**src/rtl/trace_pkg.sv**
```systemverilog
// Shared encodings for the commit trace transmitter: record kinds, FSM states
// and the packed record width {kind, addr, data, seq}.
package trace_pkg;

    localparam logic [1:0] TR_REG  = 2'd0;
    localparam logic [1:0] TR_MEMW = 2'd1;

    localparam int TR_FIXED_W = 2 + 32 + 32;

    typedef enum logic [1:0] {
        ST_RUN   = 2'd0,
        ST_DRAIN = 2'd1,
        ST_DONE  = 2'd2
    } state_t;

    function automatic int rec_w(input int seq_w);
        return TR_FIXED_W + seq_w;
    endfunction

endpackage

```
**src/rtl/trace_fifo.sv**
```systemverilog
// Show-ahead FIFO with two ordered write ports (port 0 older) and one pop port.
// Storage is not reset; only pointers and count are.
module trace_fifo #(
    parameter int DEPTH = 8,
    parameter int WIDTH = 82
) (
    input  logic                     clk,
    input  logic                     reset,
    input  logic                     we0,
    input  logic [WIDTH-1:0]         wd0,
    input  logic                     we1,
    input  logic [WIDTH-1:0]         wd1,
    input  logic                     pop,
    output logic [WIDTH-1:0]         rd,
    output logic                     empty,
    output logic [$clog2(DEPTH):0]   count
);

    localparam int AW = $clog2(DEPTH);
    localparam int CW = AW + 1;

    logic [WIDTH-1:0] mem [DEPTH];
    logic [AW-1:0]    wr_ptr;
    logic [AW-1:0]    rd_ptr;
    logic [1:0]       n_push;
    logic             do_pop;

    assign n_push = {1'b0, we0} + {1'b0, we1};
    assign do_pop = pop && (count != '0);
    assign empty  = (count == '0);
    assign rd     = mem[rd_ptr];

    always_ff @(posedge clk) begin
        if (we0) mem[wr_ptr] <= wd0;
        // Port 1 lands behind port 0 when both write, otherwise at the tail.
        if (we1) mem[we0 ? wr_ptr + AW'(1) : wr_ptr] <= wd1;
    end

    always_ff @(posedge clk or posedge reset) begin
        if (reset) begin
            wr_ptr <= '0;
            rd_ptr <= '0;
            count  <= '0;
        end else begin
            wr_ptr <= wr_ptr + AW'(n_push);
            rd_ptr <= rd_ptr + AW'(do_pop);
            count  <= count + CW'(n_push) - CW'(do_pop);
        end
    end

endmodule

```
**src/rtl/commit_trace_tx.sv**
```systemverilog
// Commit trace transmitter: filters WB register writes and MEM stores into
// sequenced records, queues them and streams them out over valid/ready.
module commit_trace_tx
    import trace_pkg::*;
#(
    parameter int DEPTH = 8,
    parameter int SEQ_W = 16
) (
    input  logic             clk,
    input  logic             reset,
    input  logic             wb_reg_write,
    input  logic [4:0]       wb_write_reg,
    input  logic [31:0]      wb_data,
    input  logic             mem_write,
    input  logic [31:0]      mem_addr,
    input  logic [31:0]      mem_wdata,
    input  logic             finish,
    input  logic             tr_ready,
    output logic             tr_valid,
    output logic [1:0]       tr_kind,
    output logic [31:0]      tr_addr,
    output logic [31:0]      tr_data,
    output logic [SEQ_W-1:0] tr_seq,
    output logic             overflow,
    output logic [7:0]       drop_count,
    output logic             done
);

    localparam int REC_W = rec_w(SEQ_W);
    localparam int CW    = $clog2(DEPTH) + 1;

    function automatic logic [7:0] sat_add(input logic [7:0] a, input logic [1:0] b);
        logic [8:0] s;
        s = {1'b0, a} + {7'b0, b};
        return s[8] ? 8'hFF : s[7:0];
    endfunction

    state_t            state, state_nxt;
    logic [SEQ_W-1:0]  seq;
    logic [CW-1:0]     count;
    logic [CW-1:0]     free;
    logic              fifo_empty;
    logic [REC_W-1:0]  head;
    logic [REC_W-1:0]  reg_rec, mem_rec;
    logic              reg_ev, mem_ev, acc_reg, acc_mem;
    logic              we0, we1, pop_fire;
    logic [1:0]        n_drop;

    assign reg_ev = (state == ST_RUN) && wb_reg_write && (wb_write_reg != 5'd0);
    assign mem_ev = (state == ST_RUN) && mem_write;

    // Space is judged on the pre-edge count; a same-edge pop does not help.
    assign free    = CW'(DEPTH) - count;
    assign acc_reg = reg_ev && (free != '0);
    assign acc_mem = mem_ev && (reg_ev ? (free >= CW'(2)) : (free != '0));
    assign n_drop  = {1'b0, reg_ev && !acc_reg} + {1'b0, mem_ev && !acc_mem};

    assign reg_rec = {TR_REG, 27'd0, wb_write_reg, wb_data, seq};
    assign mem_rec = {TR_MEMW, mem_addr, mem_wdata, seq + SEQ_W'(reg_ev)};

    assign we0 = acc_reg;
    assign we1 = acc_mem;

    trace_fifo #(
        .DEPTH (DEPTH),
        .WIDTH (REC_W)
    ) u_fifo (
        .clk   (clk),
        .reset (reset),
        .we0   (we0),
        .wd0   (reg_rec),
        .we1   (we1),
        .wd1   (mem_rec),
        .pop   (tr_ready),
        .rd    (head),
        .empty (fifo_empty),
        .count (count)
    );

    assign tr_valid = !fifo_empty;
    assign pop_fire = tr_valid && tr_ready;
    // Fields read as zero while idle so reset clears them without touching storage.
    assign {tr_kind, tr_addr, tr_data, tr_seq} = tr_valid ? head : '0;
    assign done = (state == ST_DONE);

    always_comb begin
        state_nxt = state;
        case (state)
            ST_RUN:   if (finish) state_nxt = ST_DRAIN;
            ST_DRAIN: if ((count == '0) || ((count == CW'(1)) && pop_fire)) state_nxt = ST_DONE;
            ST_DONE:  state_nxt = ST_DONE;
            default:  state_nxt = ST_RUN;
        endcase
    end

    always_ff @(posedge clk or posedge reset) begin
        if (reset) begin
            state      <= ST_RUN;
            seq        <= '0;
            overflow   <= 1'b0;
            drop_count <= 8'd0;
        end else begin
            state      <= state_nxt;
            seq        <= seq + SEQ_W'(reg_ev) + SEQ_W'(mem_ev);
            if (n_drop != 2'd0) overflow <= 1'b1;
            drop_count <= sat_add(drop_count, n_drop);
        end
    end

endmodule

```
**config.mk**
```make
export PLATFORM = sky130hd
export DESIGN_NAME = commit_trace_tx
export DESIGN_NICKNAME = d
export VERILOG_FILES = /design/src/rtl/trace_pkg.sv /design/src/rtl/trace_fifo.sv /design/src/rtl/commit_trace_tx.sv
export SDC_FILE = /design/constraint.sdc
export NUM_CORES = 1
export LEC_CHECK = 0
export ABC_AREA = 0
export CORE_MARGIN = 3
export CORE_UTILIZATION = 61
export DETAILED_ROUTE_END_ITERATION = 6
export GPL_TIMING_DRIVEN = 1
export PLACE_DENSITY = 0.8
export SLEW_MARGIN = 20
export SYNTH_ARGS = -nofsm -noshare
export SYNTH_HDL_FRONTEND = slang
export SYNTH_HIERARCHICAL = 1
export SYNTH_SLANG_ARGS = --single-unit
```
**constraint.sdc**
```tcl
create_clock -name clk -period 10.6 [get_ports clk]
set_input_delay 2.12 -clock clk [delete_from_list [all_inputs] [get_ports clk]]
set_output_delay 2.12 -clock clk [all_outputs]
set_load 0.01 [all_outputs]
```
* After elaboration in Yosys (flattened, before gate mapping) *
Memory sizes are Yosys's and may differ from the RTL's.
Index checks and enable logic that the tools add are counted.

word-level totals
  flip-flop bits (word level) = 37
  memories = 1
  output and inout bits = 93
  input bits = 107
  RAM bits = 648
  logic and storage cells = 57

memories
  name        words  width  read ports  clocked after memory_dff  write ports  line              source
  u_fifo.mem  8      81     1           0                         2            trace_fifo.sv:22  logic [WIDTH-1:0] mem [DEPTH];

cells by class
  $add $sub $neg = 11
  muxes and demuxes = 11
  equal/unequal tests = 5
  reduce and logical (&&, ||, !) cells = 21
  $lt $le $gt $ge = 1

operators with widths
  cell                                                               number
  2-to-1 mux 82 bit                                                  1
  adder 16 x 1 -> 16 bit                                             2
  logical AND 1 bit                                                  10
  adder 8 x 2 -> 9 bit                                               1
  2-to-1 mux 8 bit                                                   1
  nonzero test 4 bit                                                 2
  one-hot mux 2 bit (3 select lines)                                 1
  2-to-1 mux 1 bit                                                   5
  nonzero test 5 bit                                                 1
  adder 1 x 1 -> 2 bit                                               2
  adder 4 x 2 -> 4 bit                                               1
  == test 4 x 1 -> 1 bit, second input constant                      1
  greater-or-equal comparator 4 x 2 -> 1 bit, second input constant  1
  zero test 4 bit                                                    1
  2-to-1 mux 2 bit                                                   2
  != test 2 bit, second input constant                               2
  subtractor 4 x 1 -> 4 bit                                          1
  subtractor 4 bit, first input constant                             1
  adder 3 x 1 -> 3 bit                                               1
  adder 3 x 1 -> 3 bit, second input constant                        1
  adder 3 x 2 -> 3 bit                                               1
  zero test 1 bit                                                    3
  2-to-1 mux 3 bit                                                   1
  == test 2 x 1 -> 1 bit, second input constant                      1
  5 further kinds                                                    5

* Longest topological paths before layout *
Gate-level depths: netlist (run 1).

  word-level depth = 10
  depth in mapped cells = 16
  gate-level depth less buffers = 16

* Cells and area by module *
Netlist (run 1), hierarchy kept.

modules (own cells, without submodules)
  module           seq. area each (um2)  area each (um2)  cells an instance  instances
  trace_fifo       19,949.1              35,356.4         2,379              1
  commit_trace_tx  675.6                 2,616.3          314                1

* Worst setup path after synthesis (run 1) *
No wires, ideal clock.

  kind = input port to flip-flop
  start = input wb_write_reg[1]
  end = memory u_fifo/mem[6][0] (netlist name), enable pin
  setup time = 0.635 ns
  slack = 0.658 ns
  path buffers = 3
  stages = 8
  arrival = 9.307 ns
  required time = 9.965 ns
  cell sequence = or3_1 > o311a_1 > a21boi_0 > nand2b_1 > buf_2 > buf_2 > buf_1 > o21ai_0

RTL lines
  item             line                   source
  start, declared  commit_trace_tx.sv:12  input logic [4:0] wb_write_reg,
  end, declared    trace_fifo.sv:22

==> impl_metrics.toml, run 1 <==
[run_status]
status = "finished with violations"
failed_checks = "DRC"

[setup_path]
max_stage_delay_ns = 0.87
crit_slowest_cell = "buf_4"
crit_fanout = 91
crit_arrival_ns = 7.50
critPathKind = "in -> reg"
crit_path_end_kind = "flop"
cp.required_ns = 10.83
path_buf_inv = 4
critical_path.cell_chain = "clkdlybuf4s50_1 -> or3_1 -> o311a_1 -> mux2i_1 -> nor2b_1 -> nor2b_4 -> buf_6 -> buf_4 -> nand2_1 -> o22ai_4 -> buf_4"
path_delay_family = "buffers and inverters"
path_common_cell = "buf_4"
critPathLaunchType = "input port"

[placement]
io_buffers = 199
place_area_um2 = 41300
dpl.hpwl_um = 59500
place_ws_ns = 2.56
routabilityCongestion = 0.855

[routing]
wl_um = 111000
antenna_left = 0
drc = 6
drt_iter0_drc = 3697
wl_per_cell_um = 28.5
via_per_inst = 7.09
drt-pass1-iter-count = 7
vias = 27558

[yosys]
avgSynthCellArea_um2 = 14.1
ys_types = 75
synth_edf_count = 656
synthCells = 2693
post_synth_main_area_contributors = "edfxtp_1, o211ai_1, mux4_2"
netlist_area_um2 = 38000
synth_seq_cells = 693
yosysWarnings = 6
synthFlopType = "edfxtp_1"
yosysSeqAreaShare = 0.543
synth_area_leader_cell = "edfxtp_1"
synth.top_cell.area_share = 0.519
async_reset_ff_frac = 0.0534

[sta]
tns_ns = 0
clock_skew_ns = 0.0173
tightest_slew_ns = 1.26
worst_slack_ns = 3.32
hold_viol_final = 0
setup_violations = 0
relSlewSlack = 0.162
fmax_ghz = 0.137
slew_viol_final = 0
hold_ws_ns = 0.493
rsz0062_at_grt = "no"
period_share = 0.686
min_period_ns = 7.28

[power]
power.share.sequential = 0.320
power_density_nw_per_um2 = 290
netSwitchingFraction = 0.400
switching_power_mw = 5.08
power.total_mw = 12.7
max-vdd-ir-drop_mv = 0.366
p_leak_nw = 14.0
intPower_mw = 7.61
clkPwrFrac = 0.206
power_frac_comb = 0.474

[global_routing]
use_met3 = 0.0696
grt_pass1_wl_um = 170000
grt-ovfl-total = 0
top_usage_layer = "met2"
grt_usage = 0.337
grt_util_met2 = 0.544
antenna_found_initial = 4
grt_max_degree = 101
grt_pass1_vias = 29620
use_met1 = 0.439

[cells_and_area]
layout.cells.most_common = "edfxtp_1"
stdcell_area_um2 = 43800
area_growth_pct = 15.3
nets = 3134
fill_cells = 3844
final_cell_mix = "edfxtp_1, o211ai_1, mux2_2, conb_1, clkdlybuf4s50_1"
layout-drive-gt1-share = 0.210

[clock_tree]
clock_latency_ns = 0.62
cts_buffers = 73
cts_sinks = 693
cts_resized = 0
htreeDepth = 3
cts_tree = "built"
hold_buffers = 0
cts_root_buf = "clkbuf_16"
clk_pin_slew_worst_paths_ns = 0.06
cts_buffer_depth = 3
post-cts-setup-buffers = 0

[floorplanning]
core.rowCount = 90
design.portCount = 200
die_area_um2 = 65300
fp.dieH_um = 256
coreArea_um2 = 60900
start_util = 0.623
die_w_um = 256

[run]
maxCapViolCount = 0

[hold_path]
hp-class = "reg -> reg"
## kinds of logic (layout without fill, tap and decap cells)
logic type / Yosys count / count (layout) / share of synthesized area
muxes: 579 / 579 / 0.220
DFF: 693 / 693 / 0.543
AOI/OAI and AO/OA: 703 / 703 / 0.128
adders and majority gates: 30 / 30 / 0.0105
other: 2 / 248 / 0.000198
buffers and inverters: 294 / 413 / 0.0364
and+or+nand+nor: 357 / 357 / 0.0528
xor gates and xnor gates: 35 / 35 / 0.00847
## final cells by class
type / instances / area, um2 / share of cell area
Sequential cell: 693 / 20600 / 0.471
Timing Repair Buffer: 253 / 2450 / 0.0560
Antenna cell: 4 / 10.0 / 0.000229
Clock buffer: 99 / 2080 / 0.0475
Tap cell: 828 / 1040 / 0.0237
Multi-Input combinational cell: 1948 / 17100 / 0.391
Inverter: 28 / 108 / 0.00246
Clock inverter: 33 / 343 / 0.00783
## power by group through the flow
| stage | sequential [mW] | combinational (mW) | clock, mW |
|---|---|---|---|
| 6_report | 4.06 | 6.02 | 2.61 |
| 5_1_grt | 4.11 | 6.27 | 2.73 |
| 4_1_cts | 4.05 | 5.84 | 2.63 |
| 3_5_place_dp | 4.10 | 5.80 | 0 |
| 3_3_place_gp | 4.07 | 5.61 | 0 |
| 2_1_floorplan | 3.95 | 3.81 | 0 |
## final timing paths
path	start	to	slack (ns)	depth (start not counted)
worst min-delay path	overflow	overflow	0.49	1
worst max-delay path	wb_write_reg[1]	u_fifo/mem[1][48]	3.32	11
min in group asynchronous	reset	u_fifo/rd_ptr[0]	1.87	2
worst max register to register	state[0]	u_fifo/mem[1][48]	4.72	11
worst min register to register	overflow	overflow	0.49	1
max in group asynchronous	reset	seq[9]	8.35	3
## synth_stat cells, drive strengths merged, types with 4 or more instances
cell    number
xor2        16
a21oi        7
clkbuf     164
xnor2       19
nor4         6
o21a         5
nor3         5
o22ai        5
inv         28
o21ai      173
edfxtp     656
mux2       412
dfrtp       37
ha          27
and2         4
nand2b       6
o211ai     494
or3          4
nor2        11
and3         5
nor2b       90
mux4       164
nand2       29
nand3      174
buf        102
## flip-flops by register name, indices dropped and copies added, names as in the netlist
signal	cells
u_fifo/mem	656
u_fifo/rd_ptr	3
u_fifo/count	4
state	2
drop_count	8
seq	16
u_fifo/wr_ptr	3
overflow	1
## per-stage QoR
stage | util | cells
6_report | 0.719 | 3886
5_1_grt | 0.718 | 3885
4_1_cts | 0.718 | 3881
3_5_place_dp | 0.678 | 3749
3_3_place_gp | 0.678 | 3748
2_1_floorplan | - | 2935
## per-layer routing
metal  up-vias  wire length, um
met1     13485            39000
met3       471            13600
li1      11391                -
met5         -                0
met4         0             4820
met2      2211            53400
Power figures use the tool's default switching activity.
==> run 2: changes to the inputs <==
--- a/config.mk
+++ b/config.mk
@@ -7,10 +7,10 @@
 export LEC_CHECK = 0
 export ABC_AREA = 0
 export CORE_MARGIN = 3
-export CORE_UTILIZATION = 61
+export CORE_UTILIZATION = 55
 export DETAILED_ROUTE_END_ITERATION = 6
 export GPL_TIMING_DRIVEN = 1
-export PLACE_DENSITY = 0.8
+export PLACE_DENSITY = 0.76
 export SLEW_MARGIN = 20
 export SYNTH_ARGS = -nofsm -noshare
 export SYNTH_HDL_FRONTEND = slang
==> constraint.sdc (replaced) <==
create_clock -name clk -period 6.15 [get_ports clk]
set_input_delay 1.23 -clock clk [delete_from_list [all_inputs] [get_ports clk]]
set_output_delay 1.23 -clock clk [all_outputs]
set_load 0.01 [all_outputs]
==> impl_metrics.toml, run 2 (synthesized netlist as in run 1, its figures left out) <==
[setup_path]
path_buf_inv = 3
path_common_cell = "buf_4"
critPathKind = "in -> reg"
critical_path.cell_chain = "clkdlybuf4s50_1 -> or3_1 -> o311a_1 -> mux2i_1 -> nor2b_1 -> nor2b_4 -> buf_4 -> buf_4 -> nand3_1 -> o211ai_1"
crit_fanout = 58
crit_arrival_ns = 5.37
critPathLaunchType = "input port"
cp.required_ns = 6.58
crit_slowest_cell = "buf_4"
path_delay_family = "buffers and inverters"
crit_path_end_kind = "flop"
max_stage_delay_ns = 0.75

[routing]
topRoutingLayerUsed = "met4"
wl_per_cell_um = 28.5
wl_met1_um = 40500
drt-pass1-iter-count = 6
via_per_inst = 6.98
vias = 27484
drt_iter0_drc = 3176
drc = 0
wl_um = 112000
antenna_left = 0
wl_met3_um = 12000
route.met2.wl_um = 54600

[sta]
clock_skew_ns = 0.0187
tightest_slew_ns = 1.19
rsz0062_at_grt = "no"
min_period_ns = 4.94
period_share = 0.803
hold_viol_final = 0
relSlewSlack = 0.207
setup_violations = 0
fmax_ghz = 0.203
slew_viol_final = 0
hold_ws_ns = 0.482

[power]
p_leak_nw = 14.1
clkPwrFrac = 0.201
power.total_mw = 22.0
max-vdd-ir-drop_mv = 0.997
intPower_mw = 13.1
power.share.sequential = 0.316
switching_power_mw = 8.83
power_density_nw_per_um2 = 499
netSwitchingFraction = 0.402
power_frac_comb = 0.483

[global_routing]
grt_max_degree = 165
antenna_found_initial = 2
grt_pass1_vias = 29351
grt_pass1_wl_um = 169000
grt-ovfl-total = 0
grt_usage = 0.310

[floorplanning]
fp.dieH_um = 269
die_w_um = 269
coreArea_um2 = 67800
start_util = 0.560
die_area_um2 = 72200
core.rowCount = 95
design.portCount = 200

[cells_and_area]
top_register = "u_fifo/mem"
nets = 3143
fill_cells = 4772
final_cell_mix = "edfxtp_1, o211ai_1, mux2_2, conb_1, clkdlybuf4s50_1"
multi_input_area_um2 = 17100
layout.cells.most_common = "edfxtp_1"
fin_cells = 3936
area_growth_pct = 15.9
regArea_um2 = 20600
reg_top3 = "u_fifo/mem: 656 flops, seq: 16 flops, drop_count: 8 flops"
layout-drive-gt1-share = 0.207
utilization = 0.650
largest_reg_flops = 656

[clock_tree]
cts_buffer_depth = 3
post-cts-setup-buffers = 0
cts_sinks = 693
clk_pin_slew_worst_paths_ns = 0.06
cts_tree = "built"
hold_buffers = 0
cts_buffers = 75
cts_resized = 0
htreeDepth = 3
clock_latency_ns = 0.61
cts_root_buf = "clkbuf_16"

[placement]
dpl.hpwl_um = 59700
io_buffers = 199
dp_cells = 3802
routabilityCongestion = 0.848

[run]
maxCapViolCount = 0

[hold_path]
hp-class = "reg -> reg"

[run_status]
status = "complete, no violations"
==> run 2: worst paths after layout <==
path                                 start                 to  slack (ns)  cells past startpoint
setup reg to reg                  state[1]  u_fifo/mem[1][14]        1.68                     11
hold / removal                    overflow           overflow        0.48                      1
min in group asynchronous            reset   u_fifo/rd_ptr[0]        0.95                      2
hold reg to reg                   overflow           overflow        0.48                      1
max in group asynchronous            reset             seq[9]        4.79                      3
setup / recovery           wb_write_reg[1]  u_fifo/mem[3][47]        1.21                     10
==> run 2: layout make-up <==
type / instances / share of cell area
Antenna cell: 4 / 0.000227
Clock buffer: 103 / 0.0476
Clock inverter: 27 / 0.00548
Inverter: 28 / 0.00244
Multi-Input combinational cell: 1948 / 0.388
Sequential cell: 693 / 0.469
Tap cell: 873 / 0.0248
Timing Repair Buffer: 260 / 0.0622
==> run 2: worst register-to-register path, stage by stage, from the launching register on <==
cell	delay, ns
dfrtp_1	0.39
inv_1	0.12
ha_1	0.45
o311a_1	0.55
ha_1	0.47
ha_1	0.48
nand2_2	0.18
nor4_2	0.38
nand2_1	0.11
xnor2_1	0.67
nand3_1	0.23
o211ai_1	0.27
==> run 2: metal layers <==
layer | track usage | vias to the layer above
li1 | - | 11395
met1 | 0.396 | 13743
met2 | 0.515 | 1912
met3 | 0.0568 | 434
met4 | 0.153 | 0
met5 | 0 | -
==> run 2: through the flow <==
stage | instance area [um2] | setup WS, ns | setup TNS (ns)
final | 44000 | 1.21 | 0
after global routing | 44000 | 1.07 | 0
after CTS | 44000 | 1.13 | 0
after detailed placement | 41700 | 0.505 | 0
after global placement | 41700 | 0.673 | 0
after floorplan | 38900 | -1.45 | -238.37
==> run 2: power by group through the flow <==
stage	combinational [mW]	sequential [mW]	clock, mW
3_3_place_gp	10.0	6.97	0
2_1_floorplan	6.59	6.74	0
6_report	10.6	6.94	4.42
4_1_cts	10.4	6.93	4.46
5_1_grt	11.1	7.02	4.64
3_5_place_dp	10.3	7.02	0
